### config.mk
export PLATFORM = sky130hd
export DESIGN_NAME = dsp_mac_sequencer_flat
export DESIGN_NICKNAME = d
export VERILOG_FILES = /design/src/rtl/dsp_seq_pkg.sv /design/src/rtl/dsp_mac_sequencer_if.sv /design/src/rtl/dsp_seq_tag_pipe.sv /design/src/rtl/dsp_mac_sequencer.sv /design/src/flat_wrapper.sv
export SDC_FILE = /design/constraint.sdc
export NUM_CORES = 1
export LEC_CHECK = 0
export BUFFER_PORTS_ARGS = -buffer_cell sky130_fd_sc_hd__buf_2
export CORE_MARGIN = 1.5
export CORE_UTILIZATION = 50
export DETAILED_ROUTE_END_ITERATION = 8
export GPL_ROUTABILITY_DRIVEN = 0
export HOLD_SLACK_MARGIN = 0.05
export PLACE_DENSITY = 0.82
export SLEW_MARGIN = 10
export SYNTH_ARGS = -nofsm -noshare
export SYNTH_HDL_FRONTEND = slang
export SYNTH_HIERARCHICAL = 1
export SYNTH_SLANG_ARGS = --single-unit
### constraint.sdc
create_clock -name clk -period 3.2 [get_ports clk]
set_input_delay 0.8 -clock clk [delete_from_list [all_inputs] [get_ports clk]]
set_output_delay 0.8 -clock clk [all_outputs]
set_load 0.05 [all_outputs]
### src/rtl/dsp_seq_pkg.sv
// Shared types and constants for the DSP48A1 MAC sequencer.
// Optional feature macro: DSP_MAC_SUB_EN (per-term subtract via opmode[7]).
package dsp_seq_pkg;

  localparam logic [7:0] OPM_FIRST   = 8'h01;  // X=M, Z=0
  localparam logic [7:0] OPM_ACC     = 8'h09;  // X=M, Z=P
  localparam logic [7:0] OPM_HOLD    = 8'h08;  // X=0, Z=P (P holds)
  localparam int         OPM_SUB_BIT = 7;

  typedef enum logic [1:0] {
    RUN   = 2'd0,
    DRAIN = 2'd1,
    DONE  = 2'd2
  } seq_state_e;

  typedef struct packed {
    logic valid;
    logic first;
    logic last;
`ifdef DSP_MAC_SUB_EN
    logic sub;
`endif
  } seq_tag_t;

  // Opmode the slice must register for the term described by a tag.
  function automatic logic [7:0] tag_opmode(input seq_tag_t t);
    logic [7:0] op;
    if (!t.valid) begin
      op = OPM_HOLD;
    end else if (t.first) begin
      op = OPM_FIRST;
    end else begin
      op = OPM_ACC;
    end
`ifdef DSP_MAC_SUB_EN
    if (t.valid && t.sub) begin
      op[OPM_SUB_BIT] = 1'b1;
    end else begin
      op[OPM_SUB_BIT] = 1'b0;
    end
`else
    op[OPM_SUB_BIT] = 1'b0;
`endif
    return op;
  endfunction

endpackage

### src/rtl/dsp_mac_sequencer_if.sv
// Operand-in and result-out handshakes of the MAC sequencer.
// in_sub is only honoured when DSP_MAC_SUB_EN is defined.
interface dsp_mac_sequencer_if;
  logic        in_valid;
  logic        in_ready;
  logic [17:0] in_a;
  logic [17:0] in_b;
  logic        in_last;
  logic        in_sub;
  logic        res_valid;
  logic        res_ready;
  logic [47:0] res_data;
  logic        res_ovf;

  modport slave (
    input  in_valid, in_a, in_b, in_last, in_sub, res_ready,
    output in_ready, res_valid, res_data, res_ovf
  );

  modport master (
    output in_valid, in_a, in_b, in_last, in_sub, res_ready,
    input  in_ready, res_valid, res_data, res_ovf
  );
endinterface

### src/rtl/dsp_seq_tag_pipe.sv
// LAT+1-stage tag shift register that follows each slot through the slice.
// Stage LAT-1 steers the opmode, stage LAT+1 lines up with P.
// Tag width depends on DSP_MAC_SUB_EN through seq_tag_t.
module dsp_seq_tag_pipe
  import dsp_seq_pkg::*;
#(
  parameter int LAT = 3
) (
  input  logic     clk,
  input  logic     rst_n,
  input  seq_tag_t tag_i,
  output seq_tag_t tap_opm_o,
  output seq_tag_t tap_res_o
);

  // Element s-1 holds the tag that entered s edges ago (stage s).
  seq_tag_t [LAT:0] stage_q;

  // Shift one tag per clock; reset clears all stages to bubbles.
  always_ff @(posedge clk or negedge rst_n) begin
    if (!rst_n) begin
      stage_q <= '0;
    end else begin
      stage_q <= {stage_q[LAT-1:0], tag_i};
    end
  end

  assign tap_opm_o = stage_q[LAT-2];
  assign tap_res_o = stage_q[LAT];

endmodule

### src/rtl/dsp_mac_sequencer.sv
// Streaming MAC controller for one DSP48A1-style slice: registers operand
// pairs onto A/B, tags every slot, drives opmode from the tag pipeline and
// captures P plus a sticky carry flag once the frame's last term lands.
// Optional feature macro: DSP_MAC_SUB_EN (in_sub sets opmode[7]).
module dsp_mac_sequencer
  import dsp_seq_pkg::*;
#(
  parameter int LAT = 3
) (
  input  logic                       clk,
  input  logic                       rst_n,
  dsp_mac_sequencer_if.slave         bus,
  output logic [17:0]                dsp_a,
  output logic [17:0]                dsp_b,
  output logic [7:0]                 dsp_opmode,
  input  logic [47:0]                dsp_p,
  input  logic                       dsp_carryout
);

  if (LAT < 3) begin : g_lat_check
    $error("dsp_mac_sequencer: LAT must be >= 3");
  end

  seq_state_e  state_q, state_d;
  logic        first_pend_q, first_pend_d;
  logic [17:0] dsp_a_q, dsp_b_q;
  logic        ovf_q;
  logic [47:0] res_data_q;
  logic        res_ovf_q;

  logic        accept_s;
  logic        carry_s;
  logic        ovf_now_s;
  seq_tag_t    tag_in_s, tap_opm_s, tap_res_s;
  logic        unused_s;

  assign accept_s = bus.in_valid && (state_q == RUN);

  // Build the tag for the slot entering the pipeline this cycle.
  always_comb begin
    tag_in_s       = '0;
    tag_in_s.valid = accept_s;
    tag_in_s.first = accept_s & first_pend_q;
    tag_in_s.last  = accept_s & bus.in_last;
`ifdef DSP_MAC_SUB_EN
    tag_in_s.sub   = accept_s & bus.in_sub;
`endif
  end

  dsp_seq_tag_pipe #(.LAT(LAT)) u_tag_pipe (
    .clk       (clk),
    .rst_n     (rst_n),
    .tag_i     (tag_in_s),
    .tap_opm_o (tap_opm_s),
    .tap_res_o (tap_res_s)
  );

`ifdef DSP_MAC_SUB_EN
  assign carry_s  = tap_res_s.valid & ~tap_res_s.sub & dsp_carryout;
  assign unused_s = tap_opm_s.last;
`else
  assign carry_s  = tap_res_s.valid & dsp_carryout;
  assign unused_s = tap_opm_s.last ^ bus.in_sub;
`endif

  // Sticky overflow including the term now leaving the slice; a first term restarts it.
  always_comb begin
    ovf_now_s = ovf_q | carry_s;
    if (tap_res_s.first) begin
      ovf_now_s = carry_s;
    end else begin
      ovf_now_s = ovf_q | carry_s;
    end
  end

  // Frame sequencing: accept terms, wait for the last tag to reach P, hand off the result.
  always_comb begin
    state_d      = state_q;
    first_pend_d = first_pend_q;
    case (state_q)
      RUN: begin
        if (accept_s) begin
          first_pend_d = 1'b0;
          if (bus.in_last) begin
            state_d = DRAIN;
          end else begin
            state_d = RUN;
          end
        end else begin
          state_d = RUN;
        end
      end
      DRAIN: begin
        if (tap_res_s.valid && tap_res_s.last) begin
          state_d = DONE;
        end else begin
          state_d = DRAIN;
        end
      end
      DONE: begin
        if (bus.res_ready) begin
          state_d      = RUN;
          first_pend_d = 1'b1;
        end else begin
          state_d = DONE;
        end
      end
      default: begin
        state_d      = RUN;
        first_pend_d = 1'b1;
      end
    endcase
  end

  // State and first-term pending flag.
  always_ff @(posedge clk or negedge rst_n) begin
    if (!rst_n) begin
      state_q      <= RUN;
      first_pend_q <= 1'b1;
    end else begin
      state_q      <= state_d;
      first_pend_q <= first_pend_d;
    end
  end

  // Operand registers, running overflow and result capture when the last term lands.
  always_ff @(posedge clk or negedge rst_n) begin
    if (!rst_n) begin
      dsp_a_q    <= 18'd0;
      dsp_b_q    <= 18'd0;
      ovf_q      <= 1'b0;
      res_data_q <= 48'd0;
      res_ovf_q  <= 1'b0;
    end else begin
      if (accept_s) begin
        dsp_a_q <= bus.in_a;
        dsp_b_q <= bus.in_b;
      end
      if (tap_res_s.valid) begin
        ovf_q <= ovf_now_s;
      end
      if (tap_res_s.valid && tap_res_s.last) begin
        res_data_q <= dsp_p;
        res_ovf_q  <= ovf_now_s;
      end
    end
  end

  assign dsp_a         = dsp_a_q;
  assign dsp_b         = dsp_b_q;
  assign dsp_opmode    = tag_opmode(tap_opm_s);
  assign bus.in_ready  = (state_q == RUN);
  assign bus.res_valid = (state_q == DONE);
  assign bus.res_data  = res_data_q;
  assign bus.res_ovf   = res_ovf_q;

endmodule

### src/flat_wrapper.sv
// flat-port wrapper written by rule: the top's interface ports become plain ports
module dsp_mac_sequencer_flat import dsp_seq_pkg::*;
#(
  parameter int LAT = 3
)
  (clk, rst_n, dsp_a, dsp_b, dsp_opmode, dsp_p, dsp_carryout, bus_in_valid, bus_in_a, bus_in_b, bus_in_last, bus_in_sub, bus_res_ready, bus_in_ready, bus_res_valid, bus_res_data, bus_res_ovf);
  dsp_mac_sequencer_if bus_i ();
  input  logic clk;
  input  logic rst_n;
  output logic [17:0] dsp_a;
  output logic [17:0] dsp_b;
  output logic [7:0] dsp_opmode;
  input  logic [47:0] dsp_p;
  input  logic dsp_carryout;
  input wire logic [$bits(bus_i.in_valid)-1:0] bus_in_valid;
  input wire logic [$bits(bus_i.in_a)-1:0] bus_in_a;
  input wire logic [$bits(bus_i.in_b)-1:0] bus_in_b;
  input wire logic [$bits(bus_i.in_last)-1:0] bus_in_last;
  input wire logic [$bits(bus_i.in_sub)-1:0] bus_in_sub;
  input wire logic [$bits(bus_i.res_ready)-1:0] bus_res_ready;
  output wire logic [$bits(bus_i.in_ready)-1:0] bus_in_ready;
  output wire logic [$bits(bus_i.res_valid)-1:0] bus_res_valid;
  output wire logic [$bits(bus_i.res_data)-1:0] bus_res_data;
  output wire logic [$bits(bus_i.res_ovf)-1:0] bus_res_ovf;
  assign bus_i.in_valid = bus_in_valid;
  assign bus_i.in_a = bus_in_a;
  assign bus_i.in_b = bus_in_b;
  assign bus_i.in_last = bus_in_last;
  assign bus_i.in_sub = bus_in_sub;
  assign bus_i.res_ready = bus_res_ready;
  assign bus_in_ready = bus_i.in_ready;
  assign bus_res_valid = bus_i.res_valid;
  assign bus_res_data = bus_i.res_data;
  assign bus_res_ovf = bus_i.res_ovf;
  dsp_mac_sequencer #(.LAT(LAT)) u_core (.clk(clk), .rst_n(rst_n), .bus(bus_i), .dsp_a(dsp_a), .dsp_b(dsp_b), .dsp_opmode(dsp_opmode), .dsp_p(dsp_p), .dsp_carryout(dsp_carryout));
endmodule
# Word-level counts from Yosys, hierarchy flattened
# Cells that the tools add are included.
[totals] reg_bits=101 in_bits=91 output_inout_bits=95
[classes] bitwise=5 n_eq_ne=4 reduce_logical=4 muxes=11
[ops] cell="$mux 7" count=1
[ops] cell="$pmux 2 s3" count=1
[ops] cell="$mux 1" count=5
[ops] cell="$mux 2" count=2
[ops] cell="$mux 4" count=1
[ops] cell="$and 1x1->1" count=3
[ops] cell="$pmux 1 s3" count=1
[ops] cell="$reduce_and 3->1" count=1
[ops] cell="$eq 2x1->1 const B" count=1
[ops] cell="$eq 2x2->1 const B" count=1
[ops] cell="$logic_and 1x1->1" count=2
[ops] cell="$logic_not 2->1" count=1
[ops] cell="$ne 2x1->1 const B" count=1
[ops] cell="$ne 2x2->1 const B" count=1
[ops] cell="$not 1->1" count=1
[ops] cell="$or 1x1->1" count=1

# Depth between registers and ports, before layout
# Gate-level depths: netlist of the first run.
[depth] depth_word=4 depth_mapped=5 mapped_depth_nobuf=3

# Cells and area by module
# The synthesis of the first run kept the hierarchy.
[modules_own_cells] module="dsp_mac_sequencer" instances=1 cells_per_inst=213 area_each_um2=3563.4
[modules_own_cells] module="dsp_seq_tag_pipe" instances=1 cells_per_inst=18 area_each_um2=345.3

# Worst setup path after synthesis of the first run
# Ideal clock, no wire load.
[synth_timing] path_type="register -> output" start="reg u_core.state_q[1]" end="out bus_res_valid" t_required_ps=2400 path_stages_with_launch=3 path_buffers=0 arrival_time_ps=1148 slack_ps=1252 path_cell_list="dfrtp_1 > inv_1 > nor2_1"
[synth_between] elab_chain_cells=1
[synth_lines] element="from (decl)" line="dsp_mac_sequencer.sv:24" text="seq_state_e state_q, state_d;"
[synth_lines] element="from (signal assigned)" line="dsp_mac_sequencer.sv:121" text="state_q <= state_d;"
[synth_lines] element="$eq 2x2->1" line="dsp_mac_sequencer.sv:153" text="assign bus.res_valid = (state_q == DONE);"
[synth_lines] element="to (decl)" line="flat_wrapper.sv:22" text="output wire logic [$bits(bus_i.res_valid)-1:0] bus_res_valid;"
# Every way passes these cells.

# Worst setup path in the final report of the first run
# Same ends and word-level chain as after synthesis.

==> key figures, run 1 <==
Min path
  – Hold Path Depth: 0
  – Hold WC Path Type: reg2reg
  – Worst Hold Launch: u_core/u_tag_pipe/tap_opm_o[0]

Worst setup path
  – FF-to-FF setup slack: 1.45 ns
  – Worst Path Required: 2.40 ns
  – Worst setup endpoint: bus_res_valid
  – R2R Path Start: u_core/state_q[0]
  – Critical Path Start: u_core/state_q[1]
  – R2r worst-path depth: 3
  – Critical Path Start Type: flip-flop
  – Reg-to-Reg End: u_core/dsp_b[15]
  – CP max FO: 6
  – Data arrival time of the critical path: about 1.3 ns
  – Critical Path End Type: output port
  – CP Class: reg2out

Floorplan
  – I/O pins: 186
  – Core area: 0.00765 sq mm
  – Die Y: 91.3 um
  – Die X: 91.3 um
  – Full die area: about 0.0083 sq mm
  – Starting Density: 0.510
  – Rows: 32

Drt
  – Via density: 4.69
  – DR pass1 iterations: 4
  – Residual DRC count: 0
  – Final wirelength: around 7200 um
  – Initial drt markers: 59
  – Vias: 2417
  – WL/cell: 14.0 um
  – Detail Route Antenna Nets: 0

Clock tree
  – # hold bufs at CTS: 0
  – CTS tree: built
  – CTS sink cnt: 101
  – Cts repair resizes: 0
  – Clock H-tree levels: 3
  – Max Root-Sink Buffers: 2
  – Reg clk slew, reported paths: 0.09 ns
  – # Post-CTS Setup Buffers: 0
  – CTS Root Cell: clkbuf_8
  – CTS buffer count: 9
  – Clk_lat worst skew: ~0.34 ns

Pwr
  – LEAKAGE: 2.68 nW
  – Peak supply drop: 0.190 mV
  – Power Total: between 2 and 2.5 mW
  – Power Dens Cells: 467 mW/mm^2

GRT
  – Gr ovfl total: 0
  – Vias in the first global route: 2407
  – All-layer global routing usage: 0.175
  – Antenna violations before repair: 0
  – Largest net degree at the start of global routing: about 50
  – First-pass GRT wire length: 11400 um

Timing
  – Worst Skew: roughly 0.0069 ns
  – Fmax: 483 MHz
  – Fin. max-slew vios: 0
  – Max-slew headroom: 0.572
  – Worst slew pin tran: 0.643 ns
  – Hold Fails Final Rpt: 0
  – Final Cycle Share: 0.647
  – RSZ-0062 raised after global routing: false
  – Min Tclk post-route: approximately 2.1 ns
  – Setup TNS: 0 ns
  – Final setup fails: 0

Finish
  – Area of the multi-input gates: 0.00119 sq mm
  – # diodes: 0
  – Commonest non-fill, non-tap cells in the layout: 177 x buf_2, 100 x dfrtp_1, 55 x mux2_2
  – Area Growth Syn to Fin: 27.7%
  – Final net count: 499
  – Layout cells sized above 1: 0.700
  – Most common cell after layout, fill and taps aside: buf_2
  – Seq. cell area: about 0.0025 sq mm
  – Fillers: 599

Synth
  – Mapped cell area: 0.00390 sq mm
  – Ys Warns: 6
  – Mapped Cells: 230
  – Post-Syn Area per Cell: ~17 sq um

Flow run
  – Max Cap Viol: 0

Place
  – PortBufs: 178
  – Hpwl dp: between 5000 and 6000 um

Run status
  – Run status: finished, final reports clean
==> routing by layer <==
layer,GRT usage,up-vias,wire [um]
li1,-,1130,-
met4,0.0430,0,14
met5,0,-,0
met2,0.299,103,3680
met3,0.0528,2,535
met1,0.217,1182,3000
==> how the worst min path moves through the flow <==
stage	end	slack [ns]
floorplan	u_core/u_tag_pipe/stage_q[6]	0.33
global placement	u_core/u_tag_pipe/tap_opm_o[2]	0.33
detailed placement	u_core/u_tag_pipe/tap_opm_o[1]	0.34
CTS	u_core/u_tag_pipe/stage_q[6]	0.36
global route	u_core/u_tag_pipe/stage_q[6]	0.36
finish	u_core/u_tag_pipe/stage_q[6]	0.35
==> metrics by stage <==
step / hold slack [ns] / worst slack [ns] / area, sq um / utilization / std cells
floorplan: 0.331 / 1.25 / 3920 / - / 235
global placement: 0.332 / 1.20 / 4800 / 0.627 / 499
detailed placement: 0.336 / 1.16 / 4800 / 0.627 / 499
CTS: 0.355 / 1.11 / 4980 / 0.652 / 515
global route: 0.359 / 1.02 / 4980 / 0.652 / 515
finish: 0.350 / 1.13 / 4980 / 0.652 / 515
==> flip-flops by register name, summed over array words and instances, names as in the netlist <==
register and count:
u_core/dsp_a 18, u_core/dsp_b 18, u_core/u_tag_pipe/tap_opm_o 3, u_core/state_q 2, u_core/u_tag_pipe/stage_q 6, u_core/first_pend_q 1, u_core/u_tag_pipe/tap_res_o 3, u_core/bus.res_ovf 1
u_core/ovf_q 1, u_core/bus.res_data 48
==> area by class of cell <==
type / count / share of cell area
Multi-Input combinational cell: 111 / 0.240
Sequential cell: 101 / 0.508
Timing Repair Buffer: 182 / 0.188
Tap cell: 102 / 0.0256
Inverter: 3 / 0.00226
Clock buffer: 11 / 0.0304
Clock inverter: 5 / 0.00653
==> critical path, stage by stage (launching register included) <==
cell     delay (ns)
dfrtp_1        0.45
inv_1          0.08
nor2_1         0.12
buf_2          0.28
==> power breakdown <==
group	leakage (nW)	total, mW	internal [mW]	switching [mW]
Sequential	1.29	1.32	1.31	0.0135
Clock	0.0999	0.735	0.327	0.407
Combinational	1.29	0.274	0.0856	0.188
Total	2.68	2.33	1.72	0.609
No activity file was read; power rests on OpenSTA's default activity.
==> run 2, diff against run 1 <==
ABC_AREA = 1   (was unset)
CORE_UTILIZATION = 41   (was 50)
PLACE_DENSITY = 0.72   (was 0.82)
clock period = 1.84 ns   (was 3.2 ns; I/O delays follow)
==> run 2 against run 1 <==
Against the previous run: register-to-register slack got worse by 1.0 ns; highest routed layer unchanged; setup slack got worse by 0.98 ns; final area decreased by 0.75%; via count increased by 28%; die area increased by 19%; synthesized cell count increased by 80%; wire length increased by 12%; total power increased to 4.6 times the previous value; hold slack got worse by 0.065 ns.
==> key figures, run 2 <==
GRT
  – Antenna violations before repair: 0
  – Largest net degree at the start of global routing: 97
  – Gr ovfl total: 0
  – Vias in the first global route: between 2k and 3k
  – All-layer global routing usage: 0.169
  – First-pass GRT wire length: 13200 um

Clock tree
  – Clk_lat worst skew: 0.36 ns
  – Reg clk slew, reported paths: 0.10 ns
  – Max Root-Sink Buffers: 2
  – CTS sink cnt: about 100
  – Clock H-tree levels: 3
  – CTS tree: built
  – CTS buffer count: 9
  – Cts repair resizes: 0
  – CTS Root Cell: clkbuf_8

Timing
  – RSZ-0062 raised after global routing: false
  – Final worst slack: between 0.15 and 0.2 ns
  – Final Cycle Share: 0.918
  – Worst slew pin tran: 0.809 ns
  – Fmax: between 500 and 600 MHz
  – Final setup fails: 0
  – Max-slew headroom: 0.460
  – Fin. max-slew vios: 0
  – Setup TNS: 0 ns
  – Min Tclk post-route: about 1.7 ns
  – Worst Skew: 0.0121 ns
  – Hold Fails Final Rpt: 0

Worst setup path
  – Worst Path Required: 1.38 ns
  – CP max FO: 4
  – CP peak stage delay: 0.43 ns
  – CP Cell Sequence: nor2_1 > buf_2
  – FF-to-FF setup slack: 0.45 ns
  – Critical Path Start Type: flip-flop
  – Data arrival time of the critical path: 1.23 ns
  – R2r worst-path depth: 4
  – R2R Path Start: u_core/u_tag_pipe/tap_res_o[2]
  – CP Class: reg2out
  – Worst path slowest cell: dfrtp_1
  – Critical Path End Type: output port
  – Reg-to-Reg End: u_core/bus.res_data[4]

Drt
  – Final wirelength: 8130 um
  – Initial drt markers: 97
  – DR pass1 iterations: 4
  – Via density: around 4.4
  – Detail Route Antenna Nets: 0
  – WL/cell: 11.6 um
  – Residual DRC count: 0
  – Vias: 3098

Synth
  – Post-Syn Area per Cell: 9.19 sq um
  – Mapped Cells: just over 400
  – Mapped cell area: 0.00381 sq mm
  – Ys Warns: 6

Pwr
  – Power Dens Cells: 2150 mW/mm^2
  – LEAKAGE: 2.84 nW
  – Power Internal: 5.03 mW
  – Logic gate share of total power: 0.523
  – Net Sw Frac: 0.527
  – Proportion of power drawn by the clock network: 0.133
  – Sequential Power Share: 0.344
  – Power Total: ~11 mW
  – P_sw: 5.62 mW
  – Peak supply drop: 1.13 mV

Finish
  – Area of the multi-input gates: 0.00107 sq mm
  – Area Growth Syn to Fin: 29.7%
  – Final net count: between 600 and 700
  – Commonest non-fill, non-tap cells in the layout: 263 x nand2_1, 177 x buf_2, 100 x dfrtp_1
  – Seq. cell area: between 0.002 and 0.003 sq mm
  – Layout cells sized above 1: 0.346
  – Max reg flops: 48
  – Fin util: 0.543
  – Fillers: 856
  – # diodes: 0
  – Most common cell after layout, fill and taps aside: nand2_1

Flow run
  – Max Cap Viol: 0

Floorplan
  – Rows: 35
  – I/O pins: 186
  – Die X: 99.4 um
  – Core area: 0.00911 sq mm
  – Starting Density: 0.419
  – Full die area: 0.00989 sq mm
  – Die Y: 99.4 um

Min path
  – Hold Path Depth: 3
  – Worst Hold Launch: bus_in_a[12]
  – Hold WC Path Type: in2reg
  – Hold EP: u_core/dsp_a[12]

Run status
  – Run status: finished, final reports clean

Place
  – PortBufs: 178
  – Hpwl dp: 5520 um
  – Place WS: 0.453 ns
## run 2: how the worst max path moves through the flow
stage	startpoint	depth (start not counted)	to
CTS	u_core/state_q[1]	3	bus_res_valid
global placement	u_core/u_tag_pipe/tap_res_o[2]	4	u_core/state_q[1]
finish	u_core/state_q[0]	2	bus_res_valid
global route	u_core/state_q[1]	3	bus_res_valid
floorplan	u_core/state_q[0]	1	bus_res_valid
detailed placement	u_core/u_tag_pipe/tap_res_o[2]	4	u_core/bus.res_data[34]
## run 2: repair_timing
item                                    4_1_cts  5_1_grt
hold buffers                                  1        0
buffers inserted                              0        0
endpoints found under the setup margin        0        0
endpoints found under the hold margin         5        0
## run 2: routing by layer
| metal | wire [um] | GRT usage | vias up |
|---|---|---|---|
| li1 | - | - | 1558 |
| met1 | 3630 | 0.215 | 1415 |
| met2 | 3750 | 0.276 | 120 |
| met3 | 693 | 0.0661 | 5 |
| met4 | 64 | 0.0390 | 0 |
| met5 | 0 | 0 | - |
## run 2: area by class of cell
cell class / instances / share of cell area
well taps: 111 / 0.0281
clock buffers: 12 / 0.0294
multi-input cells: 282 / 0.217
inverters: 8 / 0.00607
clock inverters: 4 / 0.0114
flip-flops and latches: 101 / 0.511
repair buffers: 183 / 0.196
## run 2: worst max-delay path: cells and delay by family (launching register included)
family | cells | cell delay (ns)
buffers and inverters | 1 | 0.29
AND/OR/NAND/NOR | 1 | 0.16
flip-flops | 1 | 0.43
## run 2: power groups by stage
stage	registers [mW]	clock network [mW]	logic, mW
floorplan	6.90	0	1.07
global placement	3.66	0	5.53
detailed placement	3.68	0	5.61
CTS	3.67	1.48	5.61
global route	3.80	1.58	5.92
finish	3.66	1.42	5.57
## run 2: metrics by stage
step,hold slack [ns],cells,area [sq um]
after floorplan,0.164,420,3830
after global placement,0.274,684,4730
after detailed placement,0.275,684,4730
after CTS,0.269,701,4940
after global routing,0.272,701,4940
final,0.286,701,4940
==> run 3, diff against run 2 <==
--- a/config.mk
+++ b/config.mk
@@ -17,4 +17,3 @@
 export SYNTH_ARGS = -nofsm -noshare
 export SYNTH_HDL_FRONTEND = slang
-export SYNTH_HIERARCHICAL = 1
 export SYNTH_SLANG_ARGS = --single-unit
==> constraint.sdc (replaced) <==
create_clock -name clk -period 1.84 [get_ports clk]
set_input_delay 0.368 -clock clk [delete_from_list [all_inputs] [get_ports clk]]
set_output_delay 0.368 -clock clk [all_outputs]
set_load 0.05 [all_outputs]
==> run 3 against run 2 <==
Against the previous run: wire length up 3.3%; flip-flop and latch count unchanged; clock power about the same; first-iteration DRC count unchanged; maximum frequency up 4.4%; count of clock-buffer cells in the layout unchanged; critical path type unchanged; clock skew about the same; non-clock buffer count up 2.
==> key figures, run 3 <==
Finish
  – # diodes: 0
  – Most common cell after layout, fill and taps aside: nand2_1
  – Final net count: between 600 and 700
  – Design area: about 0.0049 sq mm
  – Area of the multi-input gates: 0.00107 sq mm
  – Area Growth Syn to Fin: 30.7%
  – Fin util: 0.559
  – Final std cells w/o fill: between 600 and 700
  – Seq. cell area: 0.00253 sq mm
  – Layout cells sized above 1: 0.347
  – Fillers: 801
  – Max reg flops: 48
  – Commonest non-fill, non-tap cells in the layout: 260 x nand2_1, 177 x buf_2, 100 x dfrtp_1

Min path
  – Hold WC Path Type: in2reg
  – Hold EP: u_core.state_q[1]
  – Hold Path Depth: 2
  – Worst Hold Launch: bus_res_ready

Synth
  – Post-Syn Area per Cell: 9.22 sq um
  – Mapped Cells: slightly above 400
  – Mapped cell area: 0.00378 sq mm
  – Ys Warns: 0
  – Post-synth EDFFs: 0
  – Synth top area share: 0.662
  – Synth cell types: 18
  – Fraction of registers with async set or reset after synthesis: 1.00
  – Main synth FF type: dfrtp_1
  – Biggest area consumer among synthesized cells: dfrtp_1
  – Most common cell in the synthesized netlist: nand2_1
  – Top post-synthesis cells by count: 261 x nand2_1, 100 x dfrtp_1, 8 x buf_2
  – Top area cells in the synthesized netlist: dfrtp_1 66%, nand2_1 26%, buf_6 1.5%
  – Register area share after synthesis: 0.669
  – Number of synthesized register bits: 101

Worst setup path
  – Data arrival time of the critical path: 1.25 ns
  – Worst path slowest cell: dfrtp_1
  – Critical Path Start Type: flip-flop
  – CP peak stage delay: 0.45 ns
  – CP Cell Sequence: nor2_2 > buf_2
  – Worst Path Buf+Inv: 1
  – R2r worst-path depth: 4
  – R2R Path Start: u_core.u_tag_pipe.tap_res_o[2]
  – Worst Path Required: approximately 1.5 ns
  – CP Class: reg2out
  – CP max FO: 6
  – Critical Path End Type: output port
  – Reg-to-Reg End: u_core.state_q[1]
  – FF-to-FF setup slack: 0.45 ns
  – Family with the most delay on the worst path: flip-flops

Clock tree
  – Max Root-Sink Buffers: 2
  – CTS tree: built
  – CTS sink cnt: 101
  – # hold bufs at CTS: 1
  – Clk_lat worst skew: 0.34 ns
  – CTS buffer count: 9
  – Clock H-tree levels: 3
  – Cts repair resizes: 0
  – # Post-CTS Setup Buffers: 0
  – Reg clk slew, reported paths: about 0.090 ns
  – CTS Root Cell: clkbuf_8

Floorplan
  – Starting Density: 0.427
  – Full die area: 0.00981 sq mm
  – Core area: 0.00885 sq mm
  – Rows: 34
  – Die X: about 99 um
  – I/O pins: 186
  – Die Y: roughly 99 um

Drt
  – Via density: 4.44
  – Initial drt markers: 97
  – DR pass1 iterations: 5
  – Residual DRC count: 0
  – Final wirelength: approximately 8400 um
  – WL/cell: approximately 12 um
  – Detail Route Antenna Nets: 0
  – Vias: 3102

Pwr
  – Power Total: 10.6 mW
  – LEAKAGE: 2.84 nW
  – Logic gate share of total power: 0.521
  – Power Dens Cells: around 2100 mW/mm^2
  – P_sw: 5.57 mW
  – Power Internal: 5.01 mW
  – Sequential Power Share: 0.346
  – Net Sw Frac: 0.526
  – Proportion of power drawn by the clock network: 0.133
  – Peak supply drop: 1.08 mV

Timing
  – Hold Fails Final Rpt: 0
  – Min Tclk post-route: approximately 1.6 ns
  – Max-slew headroom: 0.461
  – Worst Skew: ~0.012 ns
  – Worst slew pin tran: 0.807 ns
  – Fin. max-slew vios: 0
  – Fmax: roughly 620 MHz
  – Final setup fails: 0
  – Final Cycle Share: 0.879
  – Setup TNS: 0 ns
  – RSZ-0062 raised after global routing: false

Run status
  – Run status: finished, final reports clean

Flow run
  – Max Cap Viol: 0

GRT
  – Antenna violations before repair: 0
  – First-pass GRT wire length: approximately 14000 um
  – All-layer global routing usage: 0.177
  – Vias in the first global route: between 3k and 4k
  – Gr ovfl total: 0
  – Largest net degree at the start of global routing: between 50 and 60

Place
  – PortBufs: 178
  – Hpwl dp: 5890 um
  – Placed insts: 682
  – Placed cell area: 0.00473 sq mm
run 3: cell count changes in the layout (fill, tap and decap cells not counted), moves of 2 or more:
cell / before / now
nand2_1: 263 / 260
clkinvlp_4: 0 / 2
buf_4: 2 / 5
nand3_1: 0 / 2
inv_1: 5 / 7
clkinv_4: 2 / 0
o21ai_0: 4 / 2
run 3: area by class of cell:
class / count / share of cell area
Tap cell: 108 / 0.0273
Timing Repair Buffer: 185 / 0.197
Sequential cell: 101 / 0.512
Inverter: 9 / 0.00683
Clock buffer: 12 / 0.0314
Multi-Input combinational cell: 280 / 0.217
Clock inverter: 3 / 0.00911
run 3: cell families (layout without fill, tap and decap cells):
kind of cell           count (synthesis)  in the layout  share of synthesized area
other                                  1              6                   0.000992
buffers and inverters                 34            209                     0.0533
AO/OA/AOI/OAI                          5              5                    0.00728
flip-flops                           101            101                      0.669
AND/OR/NAND/NOR                      269            269                      0.270
run 3: how the worst max path moves through the flow:
stage               cells past startpoint           endpoint  slack (ns)                      startpoint
global placement                        4  u_core.state_q[1]        0.47  u_core.u_tag_pipe.tap_res_o[2]
CTS                                     2       bus_in_ready        0.21               u_core.state_q[0]
floorplan                               6   u_core.dsp_a[16]        0.33               u_core.state_q[0]
global route                            2      bus_res_valid        0.14               u_core.state_q[0]
finish                                  2       bus_in_ready        0.22               u_core.state_q[0]
detailed placement                      4  u_core.state_q[1]        0.42  u_core.u_tag_pipe.tap_res_o[2]
run 3: per-layer routing:
layer  vias up  share of wire  GRT usage
met2       145           0.46      0.300
met3        14          0.086     0.0546
met4         0          0.016     0.0659
met1      1389           0.43      0.212
met5         -              0          0
li1       1554              -          -
run 3: through the flow:
step / setup WS [ns] / hold slack, ns
6_report: 0.223 / 0.195
5_1_grt: 0.145 / 0.185
4_1_cts: 0.208 / 0.181
3_5_place_dp: 0.422 / 0.337
3_3_place_gp: 0.471 / 0.332
2_1_floorplan: 0.328 / 0.0724
run 3: power by group through the flow:
stage	Combinational, mW	Clock (mW)	Sequential, mW
global route	5.87	1.54	3.78
CTS	5.57	1.45	3.67
finish	5.52	1.40	3.66
floorplan	1.02	0	6.89
detailed placement	5.57	0	3.69
global placement	5.49	0	3.66
